<file path="config.mk">
export PLATFORM = sky130hd
export DESIGN_NAME = shift_add_mult16
export DESIGN_NICKNAME = d
export VERILOG_FILES = /design/src/rtl/shift_add_mult16.sv
export SDC_FILE = /design/constraint.sdc
export NUM_CORES = 1
export LEC_CHECK = 0
export BUFFER_PORTS_ARGS = -buffer_cell sky130_fd_sc_hd__buf_2
export CAP_MARGIN = 15
export CORE_AREA = 10 10 84 159
export DETAILED_ROUTE_END_ITERATION = 6
export DIE_AREA = 0 0 94 169
export GPL_TIMING_DRIVEN = 0
export PLACE_DENSITY = 0.95
export SYNTH_ARGS = -nofsm -noshare
export SYNTH_HDL_FRONTEND = slang
export SYNTH_SLANG_ARGS = --single-unit
</file>
<file path="constraint.sdc">
create_clock -name clk -period 5.8 [get_ports clk]
set_clock_uncertainty 0.05 [all_clocks]
set_input_delay 0.58 -clock clk [delete_from_list [all_inputs] [get_ports clk]]
set_output_delay 0.58 -clock clk [all_outputs]
set_load 0.02 [all_outputs]
</file>
<file path="src/rtl/shift_add_mult16.sv">
// shift_add_mult16: iterative unsigned shift-and-add multiplier, WIDTH x WIDTH -> 2*WIDTH.
//
// Ports:
//   clk        rising-edge clock
//   rst_n      asynchronous active-low reset
//   flush      synchronous abort back to IDLE; the operation in flight is discarded
//   in_valid   operands a/b valid
//   in_ready   block accepts operands (IDLE only)
//   a, b       unsigned multiplicand / multiplier
//   out_valid  product valid, held until taken
//   out_ready  consumer accepts product
//   product    registered a*b, stable while out_valid is high
//   busy       high while the partial products are being accumulated
//
// One partial product is added per clock for exactly WIDTH cycles, with no
// early exit, so latency is fixed. The adder is a full 2*WIDTH-bit add with a
// zero carry-in; its carry-out is not kept because the running sum never
// exceeds (2^WIDTH-1)^2.
module shift_add_mult16 #(
   parameter int WIDTH = 16,
   parameter int CNT_W = 5
) (
   input  logic                 clk,
   input  logic                 rst_n,
   input  logic                 flush,
   input  logic                 in_valid,
   output logic                 in_ready,
   input  logic [WIDTH-1:0]     a,
   input  logic [WIDTH-1:0]     b,
   output logic                 out_valid,
   input  logic                 out_ready,
   output logic [2*WIDTH-1:0]   product,
   output logic                 busy
);

   typedef enum logic [1:0] {IDLE, BUSY, DONE} state_t;

   state_t               state_q, state_d;
   logic [2*WIDTH-1:0]   m_q, m_d;
   logic [WIDTH-1:0]     q_q, q_d;
   logic [2*WIDTH-1:0]   acc_q, acc_d;
   logic [CNT_W-1:0]     cnt_q, cnt_d;
   logic [2*WIDTH-1:0]   product_q, product_d;

   logic [2*WIDTH-1:0]   add_a, add_b, sum;
   logic                 add_ci;
   logic                 last;

   // Adder operands: accumulator plus the shifted multiplicand when the
   // current multiplier bit is set.
   always_comb begin
      add_a  = acc_q;
      add_b  = q_q[0] ? m_q : '0;
      add_ci = 1'b0;
      sum    = add_a + add_b + {{(2*WIDTH-1){1'b0}}, add_ci};
   end

   assign last = (cnt_q == CNT_W'(WIDTH-1));

   always_comb begin
      state_d   = state_q;
      m_d       = m_q;
      q_d       = q_q;
      acc_d     = acc_q;
      cnt_d     = cnt_q;
      product_d = product_q;
      if (flush) begin
         state_d = IDLE;
         acc_d   = '0;
         cnt_d   = '0;
      end else begin
         case (state_q)
            IDLE: if (in_valid) begin
               m_d     = {{WIDTH{1'b0}}, a};
               q_d     = b;
               acc_d   = '0;
               cnt_d   = '0;
               state_d = BUSY;
            end
            BUSY: begin
               acc_d = sum;
               m_d   = m_q << 1;
               q_d   = q_q >> 1;
               cnt_d = cnt_q + 1'b1;
               if (last) begin
                  state_d   = DONE;
                  product_d = sum;
               end
            end
            DONE: if (out_ready) state_d = IDLE;
            default: state_d = IDLE;
         endcase
      end
   end

   always_ff @(posedge clk or negedge rst_n) begin
      if (!rst_n) begin
         state_q   <= IDLE;
         m_q       <= '0;
         q_q       <= '0;
         acc_q     <= '0;
         cnt_q     <= '0;
         product_q <= '0;
      end else begin
         state_q   <= state_d;
         m_q       <= m_d;
         q_q       <= q_d;
         acc_q     <= acc_d;
         cnt_q     <= cnt_d;
         product_q <= product_d;
      end
   end

   assign in_ready  = (state_q == IDLE);
   assign busy      = (state_q == BUSY);
   assign out_valid = (state_q == DONE);
   assign product   = product_q;

endmodule
</file>
=== Word-level counts from Yosys, hierarchy flattened ===
Cells that the tools add are included.

* Register bits: 119
* Bits in latches: 0
* RAM bits: 0
* Bits in read-only memories: 0
* Input port bits: 37
* Output and inout port bits: 35
* Logic and storage cells: 39
* Memories kept: 0

* Add/sub/neg operators: 2
* Multiply operators: 0
* Divide/modulo/power cells: 0
* Magnitude comparators: 0
* Equal/unequal tests: 7
* Shift-type cells: 0
* Muxes and demuxes: 16
* Bitwise logic cells: 1
* Reduce and logical (&&, ||, !) cells: 7

{| class="wikitable"
|+ Operator list
! cell !! count
|-
| two-way mux 32 bit || 4
|-
| case mux 32 bit (2 select lines) || 2
|-
| adder 32 bit || 1
|-
| case mux 16 bit (2 select lines) || 1
|-
| two-way mux 16 bit || 1
|-
| two-way mux 5 bit || 2
|-
| case mux 5 bit (2 select lines) || 1
|-
| AND reduction 3 bit || 3
|-
| two-way mux 2 bit || 4
|-
| inequality test 3 x 2 -> 1 bit, second input constant || 2
|-
| case mux 2 bit (3 select lines) || 1
|-
| adder 5 x 1 -> 5 bit, second input constant || 1
|-
| equality test 5 x 4 -> 1 bit, second input constant || 1
|-
| inequality test 3 bit, second input constant || 1
|-
| nonzero test 3 bit || 1
|-
| equality test 2 x 1 -> 1 bit, second input constant || 1
|-
| equality test 2 bit, second input constant || 1
|-
| logical NOT 2 bit || 1
|-
| inequality test 2 bit, second input constant || 1
|-
| AND reduction 2 bit || 1
|-
| nonzero test 2 bit || 1
|-
| inverter 1 bit || 1
|}

=== Logic depth before layout (Yosys ltp) ===
* Word-level depth: 4
* Gate-level depth with buffers: 11
* Depth with buffers taken out: 10

=== Least setup slack after synthesis ===
Ideal clock, no wire load.

* Path type: reg2reg
* From: reg q_q[0]
* To: reg product_q[26] (netlist: product[26])
* Setup time: 130 ps
* Data arrival time: 2720 ps
* Data required time: 5620 ps
* Setup slack: 2900 ps
* Stages on the path, launching flop included: 12
* Buffers on the path: 1
* Period minus slack after synthesis: 2900 ps
* Cells stage by stage: dfrtp_1 -> clkbuf_1 -> and2_1 -> ha_1 -> fa_1 -> a21o_1 -> a221o_2 -> a211oi_4 -> o21ai_2 -> a311oi_2 -> xor2_1 -> o21ai_1

* Cells in the longest elaborated chain, start to end: 2

{| class="wikitable"
|+ Ends and longest elaborated chain
! what !! RTL line !! text
|-
| start, declared || 40 || <nowiki>logic [WIDTH-1:0] q_q, q_d;</nowiki>
|-
| start signal, assigned || 107 || <nowiki>q_q <= q_d;</nowiki>
|-
| two-way mux 32 bit || 53 || <nowiki>add_b = q_q[0] ? m_q : '0;</nowiki>
|-
| adder 32 bit || 55 || <nowiki>sum = add_a + add_b + {{(2*WIDTH-1){1'b0}}, add_ci};</nowiki>
|-
| end signal, assigned || 110 || <nowiki>product_q <= product_d;</nowiki>
|-
| end, declared || 43 || <nowiki>logic [2*WIDTH-1:0] product_q, product_d;</nowiki>
|}

No other way between the ends.
A chain may end at the register's enable or synchronous reset.

=== Final worst setup path ===
* From: reg q_q[0]
* To: reg acc_q[31]

* Cells in the longest elaborated chain, start to end: 4

{| class="wikitable"
|+ Ends and longest elaborated chain
! what !! RTL line !! text
|-
| two-way mux 32 bit || 53 ||
|-
| adder 32 bit || 55 ||
|-
| case mux 32 bit (2 select lines) || 72 || <nowiki>case (state_q)</nowiki>
|-
| two-way mux 32 bit || 67 || <nowiki>if (flush) begin</nowiki>
|-
| end signal, assigned || 101 || <nowiki>acc_q <= '0;</nowiki>
|-
| end signal, assigned || 108 || <nowiki>acc_q <= acc_d;</nowiki>
|-
| end, declared || 41 || <nowiki>logic [2*WIDTH-1:0] acc_q, acc_d;</nowiki>
|}

No other way between the ends.

==> flow_summary.ini <==
[floorplanning]
start_util = 0.628
io_pins = 72
coreArea_um2 = 10800
fp.dieArea_um2 = 15900
fp-row-count = 54
die_h_um = 169
die_w_um = 94

[cells_and_area]
antenna_cells = 0
syn2layout_area_growth_pct = 17.1
fillCellCount = 768
nNetsFinal = 863
final_cells = 945
drive_above_1_share = 0.174
final_area_um2 = 7950

[global_routing]
grt_pass1_vias = 6460
grt_max_degree = 72
grt_usage = 0.257
use_met1 = 0.254
antenna_found_initial = 0
top_usage_layer = met2
grt_pass1_wl_mm = 32.3
met3_usage = 0.0567
gr-total-overflow = 0
gr-usage-met2 = 0.453

[worst_setup_path]
worstPathArrival_ns = 4.20
cp_slowest_cell = o31ai_1
critical_path.most_common_cell = o21ai_1
crit_chain = clkbuf_1 -> and2_1 -> ha_1 -> a21o_1 -> and4_1 -> o21ai_1 -> o31ai_1 -> a221oi_1 -> xnor2_1 -> o21ai_1
path_buf_inv = 1
critPathTopFamily = compound AO/OA/AOI/OAI gates
critPathCaptureType = register
worstReg2RegStart = q_q[0]
crit_path_start_kind = register
reg2reg_depth = 10
worstPathRequired_ns = 6.05
critical_path_class = reg2reg
cp_slowest_stage_delay_ns = 0.95
reg2reg_slack_ns = 1.85
cp_max_fo = 10
r2r_end = acc_q[31]

[routing]
drc = 0
drt-total-wl_mm = 20.0
ant_nets = 0
route.vias.total = 6032
drtPass1Iterations = 6
wire_per_inst_um = 21.1
drt-initial-drc-count = 590
viasPerCell = 6.38

[timing]
tightest_slew_ns = 1.09
setup_tns_ns = 0
drv_slew = 0
worst_slack_ns = 1.85
hold_viol_final = 0
finalCritPeriodShare = 0.681
rsz0062_at_grt = no
period_needed_ns = 3.95
fmax_mhz = 253
finalSetupViolations = 0
slew_headroom = 0.270

[clocking]
cts_tree = yes
cts_resized = 0
cts_setup_buffers = 0
cts_max_level = 4
cts.clk_slew.worst_paths_ns = 0.06
clk_latency_ns = 0.43
ctsHoldBuffers = 0
cts_buffer_depth = 2
cts.sinks = 119
cts_root_buf = clkbuf_16
cts_made_buffers = 17

[placed_design]
dp_slack_ns = 2.15
placed_cell_area_um2 = 7350
dp.cells = 913
dp.final_hpwl_mm = 14.1
io_buffer_count = 71
place_congestion = 0.974

[synthesis]
yosysTopAreaCell = dfrtp_1
synthesis.area_um2 = 6790
synthTopCellsByCount = dfrtp_1 (119), nand2_1 (95), o21ai_0 (53)
synth_flop_cell = dfrtp_1
syn_inst = 701
synth_cell_types = 58
ys_async_sr_fraction = 1.00
yosysWarnings = 0
ys_top_cells_by_area = dfrtp_1 (44%), ha_1 (6.1%), nand2_1 (5.3%)
yosysMostFrequentCell = dfrtp_1
synth-seq-cells = 119
syn_avg_cell_area_um2 = 9.68
synth-edff-count = 0
synth_top_area_frac = 0.439
syn_nets = 772
ys_seq_area_frac = 0.439

[power]
power.share.combinational = 0.112
power_frac_seq = 0.407
p_clk_frac = 0.481
p_total_w = 0.00225
p_int_w = 0.00161
power.density_nw_per_um2 = 283
ir_worst_vdd_uv = 280
p_leak_nw = 3.94
switching_power_w = 0.000641
swShare = 0.285

[min_path]
hp-class = in2async

[job]
cap_violations = 0

[run_status]
status = complete, no violations
## state kept, by name (all words and copies together), names as in the netlist
signal / cells
acc_q: 32
m_q: 32
cnt_q: 5
q_q: 16
product: 32
state_q: 2
## worst max path at each step
stage,startpoint,endpoint,slack [ns],cells past startpoint
final,q_q[0],acc_q[31],1.85,10
after global routing,q_q[0],acc_q[31],1.71,10
after CTS,q_q[0],acc_q[31],2.04,10
after detailed placement,q_q[0],product[31],2.15,10
after global placement,q_q[0],acc_q[31],2.21,10
after floorplan,q_q[0],product[26],2.90,11
## final cells by class
type                            count  area, um2  area share
Multi-Input combinational cell    532       3610       0.454
Sequential cell                   119       2980       0.375
Clock buffer                       18        429      0.0540
Timing Repair Buffer               72        389      0.0490
Tap cell                          140        175      0.0220
Buffer                             42        173      0.0217
Clock inverter                     14        164      0.0206
Inverter                            8       30.0     0.00378
## through the flow
stage	utilization	hold WS (ns)
6_report	0.735	0.0213
5_1_grt	0.735	0.0629
4_1_cts	0.735	0.0484
3_5_place_dp	0.680	0.410
3_3_place_gp	0.677	0.403
2_1_floorplan	-	0.234
## power by group through the flow
stage | Clock (W) | Combinational (W) | Sequential, W
floorplan | 0 | 0.000158 | 0.000914
global placement | 0 | 0.000228 | 0.000924
detailed placement | 0 | 0.000243 | 0.000927
CTS | 0.00108 | 0.000250 | 0.000914
global route | 0.00112 | 0.000279 | 0.000920
finish | 0.00108 | 0.000253 | 0.000916
## cells in the final DEF, fill, tap and decap left out, types with 4 or more instances in the layout
| cell | synthesis | final |
|---|---|---|
| and3_1 | 5 | 5 |
| nor2b_1 | 5 | 5 |
| mux2i_1 | 33 | 33 |
| inv_6 | 0 | 6 |
| dfrtp_1 | 119 | 119 |
| inv_1 | 8 | 8 |
| nor3_1 | 7 | 7 |
| buf_1 | 4 | 4 |
| clkbuf_16 | 0 | 17 |
| nand4_1 | 10 | 10 |
| and2_1 | 31 | 31 |
| xnor2_1 | 16 | 16 |
| clkbuf_1 | 26 | 27 |
| nor3b_1 | 4 | 4 |
| nand3_1 | 10 | 10 |
| o31ai_1 | 4 | 4 |
| nand2_1 | 95 | 95 |
| ha_1 | 33 | 33 |
| o21bai_1 | 4 | 4 |
| nor2_1 | 37 | 37 |
| buf_2 | 12 | 82 |
| a22o_1 | 40 | 40 |
| o21ai_0 | 53 | 53 |
| mux2_2 | 17 | 17 |
| o21ai_1 | 17 | 17 |
| a21oi_1 | 33 | 33 |
| a21o_1 | 10 | 10 |
| xor2_1 | 11 | 11 |
| nand2b_1 | 6 | 6 |
| o21a_1 | 5 | 5 |
## layer usage
metal	part of all wire	wire, um	vias to the layer above
met5	0	0	-
met4	0.069	1370	0
met3	0.061	1220	105
met2	0.52	10500	307
met1	0.35	6890	2891
li1	-	-	2729
## worst register-to-register path, delay by kind of cell (launching register included)
family / cells / cell delay [ns]
buf+inv: 1 / 0.50
simple gates: 2 / 0.46
fa+ha+maj: 1 / 0.20
xor+xnor: 1 / 0.34
flops: 1 / 0.52
compound gates: 5 / 1.76
## logic make-up after synthesis
logic type | after synthesis | synth area share
buffers and inverters | 50 | 0.0299
xor gates and xnor gates | 27 | 0.0348
DFF | 119 | 0.439
and+or+nand+nor | 222 | 0.156
muxes | 50 | 0.0769
adders and majority gates | 34 | 0.0638
AOI/OAI and AO/OA | 199 | 0.200
Power figures use the tool's default switching activity.
